<file path="src/rtl/alu_ctrl_stage_pkg.sv">
// Shared ALU control encoding, alu_op classes and funct3 values used by the
// ID/EX stage and by the ALU that consumes its control code.
package alu_ctrl_stage_pkg;

  typedef enum logic [3:0] {
    ALU_AND     = 4'd0,
    ALU_OR      = 4'd1,
    ALU_ADD     = 4'd2,
    ALU_SUB     = 4'd6,
    ALU_SLT     = 4'd7,
    ALU_NOR     = 4'd12,
    ALU_ILLEGAL = 4'd15
  } alu_ctrl_e;

  localparam logic [1:0] OP_LDST   = 2'b00;
  localparam logic [1:0] OP_BRANCH = 2'b01;
  localparam logic [1:0] OP_RTYPE  = 2'b10;
  localparam logic [1:0] OP_ITYPE  = 2'b11;

  localparam logic [2:0] F3_ADDSUB = 3'b000;
  localparam logic [2:0] F3_SLT    = 3'b010;
  localparam logic [2:0] F3_OR     = 3'b110;
  localparam logic [2:0] F3_AND    = 3'b111;

endpackage

</file>
<file path="src/rtl/alu_ctrl_decode.sv">
// Pure combinational decode of (alu_op, funct3, funct7[5]) into the 4-bit
// ALU control code; kept standalone so a branch/forwarding unit can reuse it.
module alu_ctrl_decode
  import alu_ctrl_stage_pkg::*;
(
  input  logic [1:0] alu_op_i,
  input  logic [2:0] funct3_i,
  input  logic       funct7_b5_i,
  output logic [3:0] code_o
);

  alu_ctrl_e code;

  always_comb begin
    code = ALU_ILLEGAL;
    case (alu_op_i)
      OP_LDST:   code = ALU_ADD;
      OP_BRANCH: code = ALU_SUB;
      default: begin
        // R-type and I-type share funct3 decode; only R-type honours funct7[5]
        case (funct3_i)
          F3_ADDSUB: code = (alu_op_i == OP_RTYPE && funct7_b5_i) ? ALU_SUB : ALU_ADD;
          F3_AND:    code = ALU_AND;
          F3_OR:     code = ALU_OR;
          F3_SLT:    code = ALU_SLT;
          default:   code = ALU_ILLEGAL;
        endcase
      end
    endcase
  end

  assign code_o = code;

endmodule

</file>
<file path="src/rtl/alu_ctrl_stage.sv">
// Registered ID/EX stage feeding the ALU: decode, operand-b select, and
// hazard-unit stall/flush handling, plus a saturating stalled-cycle counter.
module alu_ctrl_stage
  import alu_ctrl_stage_pkg::*;
#(
  parameter int XLEN  = 32,
  parameter int CNT_W = 16
) (
  input  logic             clk,
  input  logic             reset_n,
  input  logic             valid_in,
  input  logic [1:0]       alu_op,
  input  logic [2:0]       funct3,
  input  logic [6:0]       funct7,
  input  logic             alu_src,
  input  logic [XLEN-1:0]  rs1_data,
  input  logic [XLEN-1:0]  rs2_data,
  input  logic [XLEN-1:0]  imm,
  input  logic             stall,
  input  logic             flush,
  output logic [3:0]       alu_control,
  output logic [XLEN-1:0]  a,
  output logic [XLEN-1:0]  b,
  output logic             valid_out,
  output logic             illegal,
  output logic [CNT_W-1:0] stall_cnt
);

  logic [3:0]       code_dec;
  logic             illegal_dec;
  logic             unused_funct7;

  logic [3:0]       ctrl_q,    ctrl_d;
  logic [XLEN-1:0]  a_q,       a_d;
  logic [XLEN-1:0]  b_q,       b_d;
  logic             valid_q,   valid_d;
  logic             illegal_q, illegal_d;
  logic [CNT_W-1:0] cnt_q,     cnt_d;

  assign unused_funct7 = ^{funct7[6], funct7[4:0]};

  alu_ctrl_decode u_decode (
    .alu_op_i    (alu_op),
    .funct3_i    (funct3),
    .funct7_b5_i (funct7[5]),
    .code_o      (code_dec)
  );

  assign illegal_dec = valid_in && (code_dec == ALU_ILLEGAL);

  always_comb begin
    ctrl_d    = ctrl_q;
    a_d       = a_q;
    b_d       = b_q;
    valid_d   = valid_q;
    illegal_d = illegal_q;
    if (flush) begin
      ctrl_d    = ALU_ADD;
      a_d       = '0;
      b_d       = '0;
      valid_d   = 1'b0;
      illegal_d = 1'b0;
    end else if (!stall) begin
      ctrl_d    = code_dec;
      a_d       = rs1_data;
      b_d       = alu_src ? imm : rs2_data;
      valid_d   = valid_in && !illegal_dec;
      illegal_d = illegal_dec;
    end
  end

  // Counts only cycles where a live instruction is actually being held
  always_comb begin
    cnt_d = cnt_q;
    if (stall && !flush && valid_q && (cnt_q != {CNT_W{1'b1}}))
      cnt_d = cnt_q + CNT_W'(1);
  end

  always_ff @(posedge clk or negedge reset_n) begin
    if (!reset_n) begin
      ctrl_q    <= ALU_ADD;
      a_q       <= '0;
      b_q       <= '0;
      valid_q   <= 1'b0;
      illegal_q <= 1'b0;
      cnt_q     <= '0;
    end else begin
      ctrl_q    <= ctrl_d;
      a_q       <= a_d;
      b_q       <= b_d;
      valid_q   <= valid_d;
      illegal_q <= illegal_d;
      cnt_q     <= cnt_d;
    end
  end

  assign alu_control = ctrl_q;
  assign a           = a_q;
  assign b           = b_q;
  assign valid_out   = valid_q;
  assign illegal     = illegal_q;
  assign stall_cnt   = cnt_q;

endmodule

</file>
<file path="config.mk">
export PLATFORM = sky130hd
export DESIGN_NAME = alu_ctrl_stage
export DESIGN_NICKNAME = d
export VERILOG_FILES = /design/src/rtl/alu_ctrl_stage_pkg.sv /design/src/rtl/alu_ctrl_decode.sv /design/src/rtl/alu_ctrl_stage.sv
export SDC_FILE = /design/constraint.sdc
export NUM_CORES = 1
export LEC_CHECK = 0
export ABC_AREA = 0
export BUFFER_PORTS_ARGS = -buffer_cell sky130_fd_sc_hd__buf_2
export CORE_ASPECT_RATIO = 1.4
export CORE_MARGIN = 2
export CORE_UTILIZATION = 32
export DETAILED_ROUTE_END_ITERATION = 10
export GPL_TIMING_DRIVEN = 1
export PLACE_DENSITY_LB_ADDON = 0.08
export SKIP_LAST_GASP = 1
export SLEW_MARGIN = 10
export SYNTH_ARGS = -nofsm -noshare
export SYNTH_HDL_FRONTEND = slang
export SYNTH_SLANG_ARGS = --single-unit
</file>
<file path="constraint.sdc">
create_clock -name clk -period 2.25 [get_ports clk]
set_input_delay 0.1125 -clock clk [delete_from_list [all_inputs] [get_ports clk]]
set_output_delay 0.1125 -clock clk [all_outputs]
set_load 0.02 [all_outputs]
</file>
Yosys cells after proc, flatten, opt, wreduce, memory -nomap -nowiden
Cells that the tools add are included.
- add/sub/neg operators: 1
- eq/ne operators: 8
- muxes and demuxes: 14
- reduce and logical (&&, ||, !) cells: 10
- operators by type and width (cell ; number):
    $mux W32 ; 5
    $add A16 B1 Y16 const B ; 1
    $ne A16 B16 Y1 const B ; 1
    $pmux W4 S4 ; 1
    $mux W4 ; 2
    $pmux W4 S2 ; 1
    $eq A3 B3 Y1 const B ; 2
    $logic_and A1 B1 Y1 ; 6
    $eq A4 B4 Y1 const B ; 1
    $mux W1 ; 4
    $eq A3 B2 Y1 const B ; 1
    $logic_not A3 Y1 ; 1
    $mux W3 ; 1
    $eq A2 B1 Y1 const B ; 1
    $eq A2 B2 Y1 const B ; 1
    $logic_not A1 Y1 ; 2
    $logic_not A2 Y1 ; 1
    $ne A2 B1 Y1 const B ; 1
- register bits: 86

Longest topological paths before layout
Gate-level depths: netlist of the first run.
- depth after elaboration: 11
- depth in mapped cells: 6
- depth with buffers taken out: 5

By module
Synthesis of the first run repeated with hierarchy kept, for this count alone.
- cells, all modules: 396
- area, all modules: 4073.9 sq um
- by module, submodules not included (module ; instances ; cells an instance ; area an instance (sq um)):
    alu_ctrl_stage ; 1 ; 386 ; 4007.6
    alu_ctrl_decode ; 1 ; 10 ; 66.3

Least setup slack after synthesis of the first run
OpenSTA, ideal clock, no wires.
- kind: register to register
- start point: register cnt_q[0] (netlist: stall_cnt[0])
- end point: register cnt_q[1] (netlist: stall_cnt[1])
- setup time: 0.125 ns
- arrival time: 1.688 ns
- data required time: 2.125 ns
- path slack: 0.437 ns
- cell stages (with the launch flop): 7
- path buffers: 1
- clock period less this slack: 1.813 ns
- path through: dfrtp_1 -> ha_1 -> nand4_1 -> nor4_2 -> buf_4 -> nor2_4 -> mux2_4
- word-level cells in the longest chain between the ends: 2
- ends and longest elaborated chain (what ; line ; RTL):
    from (decl) ; alu_ctrl_stage.sv:38 ; logic [CNT_W-1:0] cnt_q, cnt_d;
    from (signal assigned) ; alu_ctrl_stage.sv:93 ; cnt_q <= cnt_d;
    branches (longest 2 deep; another with $add A16 B1 Y16) ; -- ;
Several ways; the timed one is not identified.
A chain may end at the register's enable or synchronous reset.

Worst setup path in the final report of the first run
Same ends and word-level chain as after synthesis.

==> metrics.md, run 1 <==
| Metric | Value |
|---|---|
| Run status | complete, no violations |
| Root cell of the clock tree | clkbuf_16 |
| RSZ-0062 raised after global routing | false |
| Gate Count Post-Synth | 383 |
| Count of input and output buffers | 193 |
| Final Routed Wirelength | 10,340 um |
| Total nets after synthesis | 498 |
| Number of maximum-capacitance violations | 0 |
| Avg Synthesized Cell Area | 10.42 um^2 |
| Worst rel slew slack | 0.4889 |
| Hold path startpoint | rs1_data[7] |
| Number of levels in the clock H-tree | 3 |
| Share of the clock period used by the worst path after layout | 0.8733 |
| Last weighted congestion value of the routability-driven placer | 0.7972 |
| Number of antenna violations at the first check in global routing | 1 |
| Clock Pin Slew Worst Setup and Hold Paths | 0.06 ns |
| Post-Synthesis Cell Area | 3990 um^2 |
| Minimum clock period | 1.965 ns |
| Count of flip-flops with a built-in enable after synthesis | 0 |
| FF+latch area | 2153 um^2 |
| Multi-input gate area | 1723 um^2 |
| Overall die height | 136.1 um |
| Launch instance of the worst register-to-register path | stall_cnt[0] |
| Worst r2r dst | stall_cnt[1] |
| Share of final-layout standard cells stronger than drive strength 1 | 0.3885 |
| Most used cells in the layout excluding fill and tap cells | 191 x buf_2, 100 x nor2_1, 85 x dfrtp_1, 66 x mux2i_1, 36 x a21oi_1 |
| Starting density of the core | 0.3257 |
| Hold violation count in the final report | 0 |
| Commonest non-fill, non-tap cell in the layout | buf_2 |
| Cell Count, Final, Fillers Out | 725 |
| Final core area utilization | 0.4428 |
| Clock insertion delay at the later pin of the skew report | 0.34 ns |
| Critical path fanouts, max | 9 |
| Synth unique cells | 38 |
| Min-delay worst type | input port to flip-flop |
| Overflow left after global routing | 0 |
| Number of stages on the worst hold path | 3 |
| Per-cell routed wire length | 14.26 um |
| Fill cell total of the finished layout | 1,272 |
| Number of buffers created by CTS | 9 |
| Cells on worst reg2reg path | 6 |
| Startpoint Class | flip-flop |
| Worst setup EP type | flip-flop |
| TritonRoute pass-1 iters | 4 |
| CTS tree | built |
| Slew Viols, Final | 0 |
| Worst ir drop on vdd | 0.3499 mV |
| Post-CTS repair timing setup buffer count | 0 |
| Total Nets Final | 686 |
| Proportion of synthesized flip-flops having asynchronous set or reset | 1.000 |
| Vias in the first global route | 3,447 |
| Overall via count from detail_route | 3,436 |
| Post-synthesis cell type with the largest combined area | dfrtp_1 |
| Total negative slack for setup checks | 0 ns |
| First-iteration detailed-routing DRC count | 105 |
| # DRC | 0 |
| Setup clock skew after layout | 0.007487 ns |
| Leakage power figure | 3.045 nW |
| Leading post-synthesis cells by cell area | dfrtp_1 53%, mux2i_1 17%, nor2_1 9.4%, a21oi_1 4.5%, xor2_1 2.9% |
| Average via count per standard cell | 4.739 |
| R2R setup slack | 0.28 ns |
| Relative area change from synthesis to final layout | 35.97% |
| Hpwl dp | 7283 um |
| Total power density per cell area | 698.3 nW/um^2 |
| Count of placed standard cells including taps | 706 |
| Main flop type after synthesis | dfrtp_1 |
| Pin count of the biggest net entering global routing | 87 |
| Boundary pin count | 200 |
| Critical path required time | 2.48 ns |
| Proportion of netlist area held by the largest area contributor | 0.5331 |
| Sequential share of the synthesized area | 0.5397 |
| Area of the die | 13,390 um^2 |
| Number of nets with antenna violations after detailed routing | 0 |
| Maximum clock frequency | 0.5089 GHz |
| Setup Crit Path Kind | flip-flop to flip-flop |
| Sink count of the clock tree | 86 |
| GRT Util Overall | 0.1568 |
| Wire length of the first global-routing pass | 16,610 um |
| Core Box Area | 12,250 um^2 |
| Die X | 98.38 um |
| Number of warnings reported in the yosys synthesis log | 0 |
| Hold Crit Endpoint | a[7] |
| Number of rows in the core area | 48 |
| Flip-flop and latch count after synthesis | 86 |
| Final-report setup violation count | 0 |
| Critical path arrival | 2.19 ns |
| Worst-Margin Slew | 0.7667 ns |
| Clock buffer depth | 2 |
==> power breakdown <==
part / internal [mW] / switching, mW
clock network: 0.841 / 0.592
registers: 1.64 / 0.0623
logic: 0.270 / 0.381
total: 2.75 / 1.04
==> repair_timing <==
action,4_1_cts,5_1_grt
endpoints found under the hold margin,88,0
hold buffers,4,0
gates resized for setup,0,0
==> layer usage <==
metal	wire length, um	track usage
met5	0	0
met4	201	0.06240
met3	792	0.05244
met2	5356	0.2748
met1	3990	0.1751
==> worst max-delay path by stage <==
stage / from / to / slack [ns] / depth (start not counted)
CTS: stall_cnt[0] / stall_cnt[1] / 0.28 / 6
global placement: stall_cnt[0] / stall_cnt[1] / 0.35 / 6
global route: stall_cnt[0] / stall_cnt[1] / 0.12 / 6
detailed placement: stall_cnt[0] / stall_cnt[1] / 0.29 / 6
floorplan: stall_cnt[0] / stall_cnt[1] / 0.44 / 6
finish: stall_cnt[0] / stall_cnt[1] / 0.28 / 6
==> synth_stat cells (2+ instances only) <==
cell,count
nor2_1,100
dfrtp_1,85
mux2i_1,66
a21oi_1,36
clkbuf_1,14
xor2_1,13
buf_2,10
nand2_1,9
nand3_1,6
nor3_1,6
nor4_1,5
nand2b_1,3
nand4_1,3
nand3b_1,2
nor4_2,2
==> critical path, stage by stage (launching register included) <==
cell	delay, ns
dfrtp_1	0.40
ha_1	0.21
nand4_1	0.21
nor4_2	0.44
buf_4	0.25
nor2_4	0.05
mux2_4	0.31
==> state kept, by name, indices dropped and copies added (netlist names) <==
name	flops
a	32
stall_cnt	16
alu_control	4
b	32
illegal	1
valid_out	1
==> stage by stage <==
stage	power (mW)	cell area [um^2]	hold slack, ns	setup WS (ns)
after floorplan	2.099	3990	-0.1831	0.4370
after global placement	2.385	5105	0.1986	0.3457
after detailed placement	2.396	5105	0.1952	0.2897
after CTS	3.863	5423	0.002046	0.2785
after global routing	3.992	5423	0.01544	0.1246
final	3.789	5425	0.01496	0.2850
==> cell families (layout without fill, tap and decap cells) <==
family,count (synthesis),in the layout,share of synthesized area
AO/OA/AOI/OAI,40,40,0.05268
XOR/XNOR,14,14,0.03073
adder cells (fa/ha/maj),1,1,0.003135
buffers and inverters,26,217,0.02854
flip-flops,86,86,0.5397
multiplexers,68,68,0.1722
other,0,1,0
AND/OR/NAND/NOR,148,148,0.1731
==> cell type report <==
class | count | area share
Sequential cell | 86 | 0.3969
Antenna cell | 1 | 0.0004613
Tap cell | 150 | 0.03459
Clock inverter | 5 | 0.009686
Timing Repair Buffer | 203 | 0.1993
Multi-Input combinational cell | 271 | 0.3176
Clock buffer | 9 | 0.04151
No activity file was read; power rests on OpenSTA's default activity.
==> run 2, diff against run 1 <==
--- a/config.mk
+++ b/config.mk
@@ -7,11 +7,12 @@
 export LEC_CHECK = 0
 export ABC_AREA = 0
 export BUFFER_PORTS_ARGS = -buffer_cell sky130_fd_sc_hd__buf_2
-export CORE_ASPECT_RATIO = 1.4
+export CORE_ASPECT_RATIO = 0.9
 export CORE_MARGIN = 2
 export CORE_UTILIZATION = 32
 export DETAILED_ROUTE_END_ITERATION = 10
 export GPL_TIMING_DRIVEN = 1
+export HOLD_SLACK_MARGIN = 0.1
 export PLACE_DENSITY_LB_ADDON = 0.08
 export SKIP_LAST_GASP = 1
 export SLEW_MARGIN = 10
==> metrics.md, run 2 (synthesis gave the netlist of run 1 again) <==
| Metric | Value |
|---|---|
| Critical path required time | 2.48 ns (about the same) |
| Total power density per cell area | 676.0 nW/um^2 (-3.2%) |
| Worst setup EP type | flip-flop |
| GRT Util Overall | 0.1589 (+0.002082) |
| Slew Viols, Final | 0 (unchanged) |
| Die X | 121.7 um (+24%) |
| Number of rows in the core area | 38 (-21%) |
| Sink count of the clock tree | 86 (unchanged) |
| Relative area change from synthesis to final layout | 44.28% |
| Number of nets with antenna violations after detailed routing | 0 (unchanged) |
| Leakage power figure | 3.175 nW (+4.3%) |
| Number of buffers and inverters on the critical path | 1 (unchanged) |
| # DRC | 0 (unchanged) |
| Hold violation count in the final report | 0 (unchanged) |
| Worst ir drop on vdd | 0.3867 mV (+11%) |
| Overall die height | 109.9 um (-19%) |
| Final-report setup violation count | 0 (unchanged) |
| Post-CTS repair timing setup buffer count | 0 (unchanged) |
| Number of buffers created by CTS | 9 (unchanged) |
| Largest delay contributor family on the critical path | simple AND/OR/NAND/NOR gates |
| Number of levels in the clock H-tree | 3 (unchanged) |
| Commonest non-fill, non-tap cell in the layout | buf_2 |
| Total Nets Final | 715 (+4.2%) |
| Pin count of the biggest net entering global routing | 106 (+22%) |
| Number of maximum-capacitance violations | 0 (unchanged) |
| Minimum clock period | 1.853 ns (-0.1123 ns) |
| Startpoint Class | flip-flop |
| Core Box Area | 12,120 um^2 (-1.0%) |
| Count of placed standard cells including taps | 715 (+1.3%) |
| Instance area at placement | 5122 um^2 (+0.34%) |
| Finished Cell Area | 5757 um^2 (+6.1%) |
| Worst rel slew slack | 0.5009 (+0.01209) |
| Sequence of cells on the critical path | ha_1 -> nand4_1 -> nor4_2 -> buf_4 -> nor2_4 -> mux2_4 |
| Total negative slack for setup checks | 0 ns (unchanged) |
| Area of the die | 13,380 um^2 (about the same) |
| Largest incremental delay on the critical path | 0.42 ns (-0.02 ns) |
| Run status | complete, no violations |
| Count of input and output buffers | 193 (unchanged) |
| Clock buffer depth | 2 (unchanged) |
| Clock Pin Slew Worst Setup and Hold Paths | 0.06 ns (about the same) |
| Share of final-layout standard cells stronger than drive strength 1 | 0.3669 (-0.02156) |
| CTS tree | built |
| Clock insertion delay at the later pin of the skew report | 0.34 ns (about the same) |
| Number of diodes added for antenna fixing | 0 (-1) |
| RSZ-0062 raised after global routing | false |
| Share of the clock period used by the worst path after layout | 0.8234 (-0.04993) |
| Maximum clock frequency | 0.5398 GHz (+6.1%) |
| Cts hold-fix bufs | 34 (+30) |
| Critical path arrival | 2.08 ns (-0.11 ns) |
| Boundary pin count | 200 (unchanged) |
| Setup Crit Path Kind | flip-flop to flip-flop |
| Last weighted congestion value of the routability-driven placer | 0.7244 (-9.1%) |
| Per-cell routed wire length | 13.54 um (-5.0%) |
| First-iteration detailed-routing DRC count | 114 (+8.6%) |
| Vias in the first global route | 3,324 (-3.6%) |
| Hpwl dp | 7048 um (-3.2%) |
| Root cell of the clock tree | clkbuf_16 |
| TritonRoute pass-1 iters | 6 (+2) |
| Critical path fanouts, max | 11 (+2) |
| Number of antenna violations at the first check in global routing | 0 (-1) |
| CP max-delay cell | dfrtp_1 |
| Most used cells in the layout excluding fill and tap cells | 191 x buf_2, 100 x nor2_1, 85 x dfrtp_1, 66 x mux2i_1, 36 x a21oi_1 |
| Overall via count from detail_route | 3,510 (+2.2%) |
| Setup clock skew after layout | 0.003359 ns (-0.004129 ns) |
| Min-delay worst type | input port to flip-flop |
| Cell Count, Final, Fillers Out | 765 (+5.5%) |
| Overflow left after global routing | 0 (unchanged) |
| Final Routed Wirelength | 10,360 um (+0.19%) |
| Cts repair resizes | 0 (unchanged) |
| Starting density of the core | 0.3291 (+0.003428) |
| Average via count per standard cell | 4.588 (-3.2%) |
| Fill cell total of the finished layout | 1,194 (-6.1%) |
| Wire length of the first global-routing pass | 16,420 um (-1.1%) |
| Worst-Margin Slew | 0.7486 ns (-0.01813 ns) |
run 2: cell type report:
| class | instances | area, um^2 | area share |
|---|---|---|---|
| Multi-Input combinational cell | 271 | 1723 | 0.2993 |
| Sequential cell | 86 | 2153 | 0.3741 |
| Clock inverter | 4 | 47.55 | 0.008259 |
| Timing Repair Buffer | 232 | 1386 | 0.2408 |
| Clock buffer | 12 | 246.5 | 0.04282 |
| Tap cell | 160 | 200.2 | 0.03478 |
run 2: per-layer routing:
layer	GRT usage	wire length [um]	up-vias
met4	0.04269	121	0
met3	0.07832	991	11
met1	0.1906	4431	1640
li1	-	-	1737
met5	0	0	-
met2	0.2552	4814	122
run 2: final timing paths:
| kind | from | endpoint | slack [ns] | depth (start not counted) |
|---|---|---|---|---|
| min | alu_op[1] | alu_control[2] | 0.12 | 3 |
| max | stall_cnt[0] | stall_cnt[1] | 0.40 | 6 |
| min reg2reg | stall_cnt[15] | stall_cnt[15] | 0.49 | 1 |
| max in group asynchronous | reset_n | alu_control[1] | 1.28 | 3 |
| max reg2reg | stall_cnt[0] | stall_cnt[1] | 0.40 | 6 |
| min in group asynchronous | reset_n | stall_cnt[14] | 0.28 | 2 |
run 2: metrics by stage:
step / setup WS (ns) / total power, mW / hold WS (ns) / util
after global routing: 0.3146 / 4.109 / 0.1335 / 0.4748
after floorplan: 0.4370 / 2.099 / -0.1831 / -
final: 0.3973 / 3.891 / 0.1189 / 0.4748
after CTS: 0.4012 / 3.958 / 0.1032 / 0.4748
after global placement: 0.4892 / 2.382 / 0.1296 / 0.4225
after detailed placement: 0.4235 / 2.394 / 0.1281 / 0.4225
run 2: worst reg2reg max path, cell delays in order (launching register included):
cell     delay, ns
dfrtp_1       0.42
ha_1          0.22
nand4_1       0.21
nor4_2        0.29
buf_4         0.23
nor2_4        0.06
mux2_4        0.31
run 2: report_power, final:
part | total [mW] | leakage [nW] | internal, mW | switching [mW]
logic | 0.693 | 1.88 | 0.305 | 0.387
clock network | 1.49 | 0.143 | 0.888 | 0.603
registers | 1.71 | 1.15 | 1.64 | 0.0667
==> run 3, diff against run 2 <==
--- a/config.mk
+++ b/config.mk
@@ -5,7 +5,7 @@
 export SDC_FILE = /design/constraint.sdc
 export NUM_CORES = 1
 export LEC_CHECK = 0
-export ABC_AREA = 0
+export ABC_AREA = 1
 export BUFFER_PORTS_ARGS = -buffer_cell sky130_fd_sc_hd__buf_2
 export CORE_ASPECT_RATIO = 0.9
 export CORE_MARGIN = 2
==> constraint.sdc (replaced) <==
create_clock -name clk -period 1.5 [get_ports clk]
set_input_delay 0.075 -clock clk [delete_from_list [all_inputs] [get_ports clk]]
set_output_delay 0.075 -clock clk [all_outputs]
set_load 0.02 [all_outputs]
==> metrics.md, run 3 <==
| Metric | Value |
|---|---|
| Overall via count from detail_route | 3,925 (+12%) |
| Number of warnings reported in the yosys synthesis log | 0 (unchanged) |
| Starting density of the core | 0.3252 (-0.003877) |
| Worst r2r dst | stall_cnt[10] |
| TritonRoute pass-1 iters | 4 (-2) |
| Count of flip-flops with a built-in enable after synthesis | 0 (unchanged) |
| Average via count per standard cell | 4.491 (-2.1%) |
| Total nets after synthesis | 511 (+2.6%) |
| # DRC | 0 (unchanged) |
| Critical path required time | 1.73 ns (-0.75 ns) |
| Worst-Margin Slew | 0.4703 ns (-0.2782 ns) |
| Number of buffers created by CTS | 9 (unchanged) |
| Avg Synthesized Cell Area | 9.801 um^2 (-5.9%) |
| Total negative slack for setup checks | 0 ns (unchanged) |
| Hpwl dp | 7305 um (+3.7%) |
| Core Box Area | 11,930 um^2 (-1.6%) |
| Gate Count Post-Synth | 396 (+3.4%) |
| Count of placed standard cells including taps | 747 (+4.5%) |
| Final Routed Wirelength | 11,860 um (+14%) |
| Proportion of synthesized flip-flops having asynchronous set or reset | 1.000 (unchanged) |
| Largest incremental delay on the critical path | 0.41 ns (about the same) |
| Total Nets Final | 824 (+15%) |
| Post-synth top cells | 117 x nand2_1, 85 x dfrtp_1, 44 x o21ai_0 |
| Critical path arrival | 1.64 ns (-0.44 ns) |
| Sink count of the clock tree | 86 (unchanged) |
| Minimum clock period | 1.407 ns (-0.4455 ns) |
| Most prevalent standard cell on the critical path | nand2_1 |
| Wire length of the first global-routing pass | 18,920 um (+15%) |
| Hold violation count in the final report | 0 (unchanged) |
| First-iteration detailed-routing DRC count | 161 (+41%) |
| Worst rel slew slack | 0.6864 (+0.1855) |
| Synth unique cells | 28 (-26%) |
| Final-report setup violation count | 0 (unchanged) |
| Proportion of netlist area held by the largest area contributor | 0.5480 (+0.01495) |
| Hold Crit Endpoint | illegal |
| Number of antenna violations at the first check in global routing | 0 (unchanged) |
| R2R setup slack | 0.09 ns (-0.30 ns) |
| Share of the clock period used by the worst path after layout | 0.9381 (+0.1147) |
| Number of diodes added for antenna fixing | 0 (unchanged) |
| Last weighted congestion value of the routability-driven placer | 0.8146 (+12%) |
| Run status | complete, no violations |
| GRT Util Overall | 0.1860 (+0.02705) |
| Most used cells in the layout excluding fill and tap cells | 192 x buf_2, 116 x nand2_1, 107 x dlygate4sd3_1, 77 x dfrtp_1, 44 x o21ai_0 |
| Leading post-synthesis cells by cell area | dfrtp_1 55%, nand2_1 11%, mux2i_1 8.3%, a22o_1 7.2%, o21ai_0 5.7% |
| Fin Hold WS | 0.1236 ns (+0.004706 ns) |
| Area of the die | 13,030 um^2 (-2.6%) |
| Flip-flop and latch count after synthesis | 86 (unchanged) |
| Vias in the first global route | 3,961 (+19%) |
| Die X | 120.1 um (-1.3%) |
| Count of input and output buffers | 193 (unchanged) |
| Final Power | 6.192 mW (+59%) |
| Post-synthesis cell type with the largest combined area | dfrtp_1 |
| Placement-stage worst setup slack | 0.03917 ns (-0.3843 ns) |
| Cell Count, Final, Fillers Out | 874 (+14%) |
| Relative area change from synthesis to final layout | 70.31% |
| Worst ir drop on vdd | 0.9953 mV (+160%) |
| Sequence of cells on the critical path | nand2_2 -> inv_1 -> nand2_1 -> nor2_2 -> nand2_8 -> nand2_8 -> clkinv_8 -> nand2_1 -> nand2_1 |
| Overall die height | 108.5 um (-1.3%) |
| Share of final-layout standard cells stronger than drive strength 1 | 0.3585 (-0.008399) |
| Sequential share of the synthesized area | 0.5548 (+0.01514) |
| Pin count of the biggest net entering global routing | 87 (-18%) |
| Boundary pin count | 200 (unchanged) |
| Worst setup EP type | flip-flop |
| Clock buffer depth | 2 (unchanged) |
| Fill cell total of the finished layout | 1,065 (-11%) |
| Min-delay worst type | input port to flip-flop |
| Number of nets with antenna violations after detailed routing | 0 (unchanged) |
| Clock Pin Slew Worst Setup and Hold Paths | 0.06 ns (about the same) |
| Launch instance of the worst register-to-register path | stall_cnt[8] |
| Setup clock skew after layout | 0.005143 ns (+0.001784 ns) |
| CP max-delay cell | dfrtp_2 |
| Setup Crit Path Kind | flip-flop to flip-flop |
| Post-route worst setup slack | 0.09279 ns (-0.3045 ns) |
| Per-cell routed wire length | 13.56 um (+0.16%) |
| Critical path fanouts, max | 14 (+3) |
| Main flop type after synthesis | dfrtp_1 |
| Number of stages on the worst hold path | 4 (+1) |
| Leakage power figure | 3.451 nW (+8.7%) |
| CTS tree | built |
| Most numerous cell in the Yosys netlist | nand2_1 |
| Startpoint Class | flip-flop |
| Number of rows in the core area | 38 (unchanged) |
| Maximum clock frequency | 0.7106 GHz (+32%) |
| Number of levels in the clock H-tree | 3 (unchanged) |
| Slew Viols, Final | 0 (unchanged) |
| Post-Synthesis Cell Area | 3881 um^2 (-2.7%) |
| Root cell of the clock tree | clkbuf_16 |
| Hold path startpoint | funct3[2] |
| Number of maximum-capacitance violations | 0 (unchanged) |
| Clock insertion delay at the later pin of the skew report | 0.34 ns (about the same) |
| Total power density per cell area | 936.7 nW/um^2 (+39%) |
| Overflow left after global routing | 0 (unchanged) |
| Cells on worst reg2reg path | 9 (+3) |
| Commonest non-fill, non-tap cell in the layout | buf_2 |
[run 3: cell count changes in the layout (fill, tap and decap cells not counted), sizes merged, moves of 17 or more]
cell	before	now
nand2	9	124
nor2	101	20
dlygate4sd3	34	107
o21ai	1	44
a21oi	36	2
mux2i	66	32
a22o	1	32
inv	0	17
[run 3: worst max path at each step]
| stage | startpoint | to | slack [ns] |
|---|---|---|---|
| detailed placement | stall_cnt[0] | stall_cnt[1] | 0.04 |
| global route | stall_cnt[8] | stall_cnt[9] | -0.003 |
| CTS | stall_cnt[0] | stall_cnt[1] | 0.02 |
| finish | stall_cnt[8] | stall_cnt[10] | 0.09 |
| global placement | stall_cnt[0] | stall_cnt[9] | 0.05 |
| floorplan | stall_cnt[0] | stall_cnt[1] | 0.01 |
[run 3: logic make-up after synthesis]
family,Yosys count,synth area share
XOR/XNOR,7,0.01580
adder cells (fa/ha/maj),1,0.003223
buffers and inverters,38,0.04320
flip-flops,86,0.5548
AO/OA/AOI/OAI,79,0.1331
multiplexers,32,0.08253
AND/OR/NAND/NOR,153,0.1673
[run 3: cell type report]
type / instances / area [um^2] / share of cell area
clock buffers: 11 / 252.7 / 0.03824
well taps: 160 / 200.2 / 0.03029
clock inverters: 5 / 81.33 / 0.01230
multi-input cells: 274 / 1604 / 0.2427
flip-flops and latches: 86 / 2163 / 0.3273
inverters: 19 / 85.08 / 0.01287
repair buffers: 319 / 2223 / 0.3364
[run 3: timing repair]
| action | CTS | global route |
|---|---|---|
| endpoints found under the hold margin | 155 | 0 |
| hold buffers | 107 | 0 |
| setup endpoints to repair | 0 | 16 |
| resized for setup | 0 | 15 |
| setup buffers | 0 | 2 |
[run 3: where the power goes]
part           leakage [nW]  switching, mW  internal, mW  total [mW]
Clock                 0.162          0.929          1.55        2.48
Sequential             1.14         0.0800          2.46        2.54
Combinational          2.15          0.578         0.594        1.17
Total                  3.45           1.59          4.60        6.19
[run 3: per-layer routing]
layer	routed length, um	vias up	GRT usage
met5	0	-	0
met4	311	0	0.08487
met3	812	25	0.06171
met2	5602	140	0.3044
met1	5129	1803	0.2232
li1	-	1957	-
[run 3: critical path: cells and delay by family, from the launching register on]
kind | cells | cell delay [ns]
simple gates | 7 | 0.71
flops | 1 | 0.41
buf+inv | 2 | 0.18
[run 3: per-stage QoR]
step	cell area [um^2]	util
after floorplan	3884	-
after global placement	5125	0.4294
after detailed placement	5125	0.4294
after CTS	6530	0.5472
after global routing	6610	0.5539
final	6610	0.5539
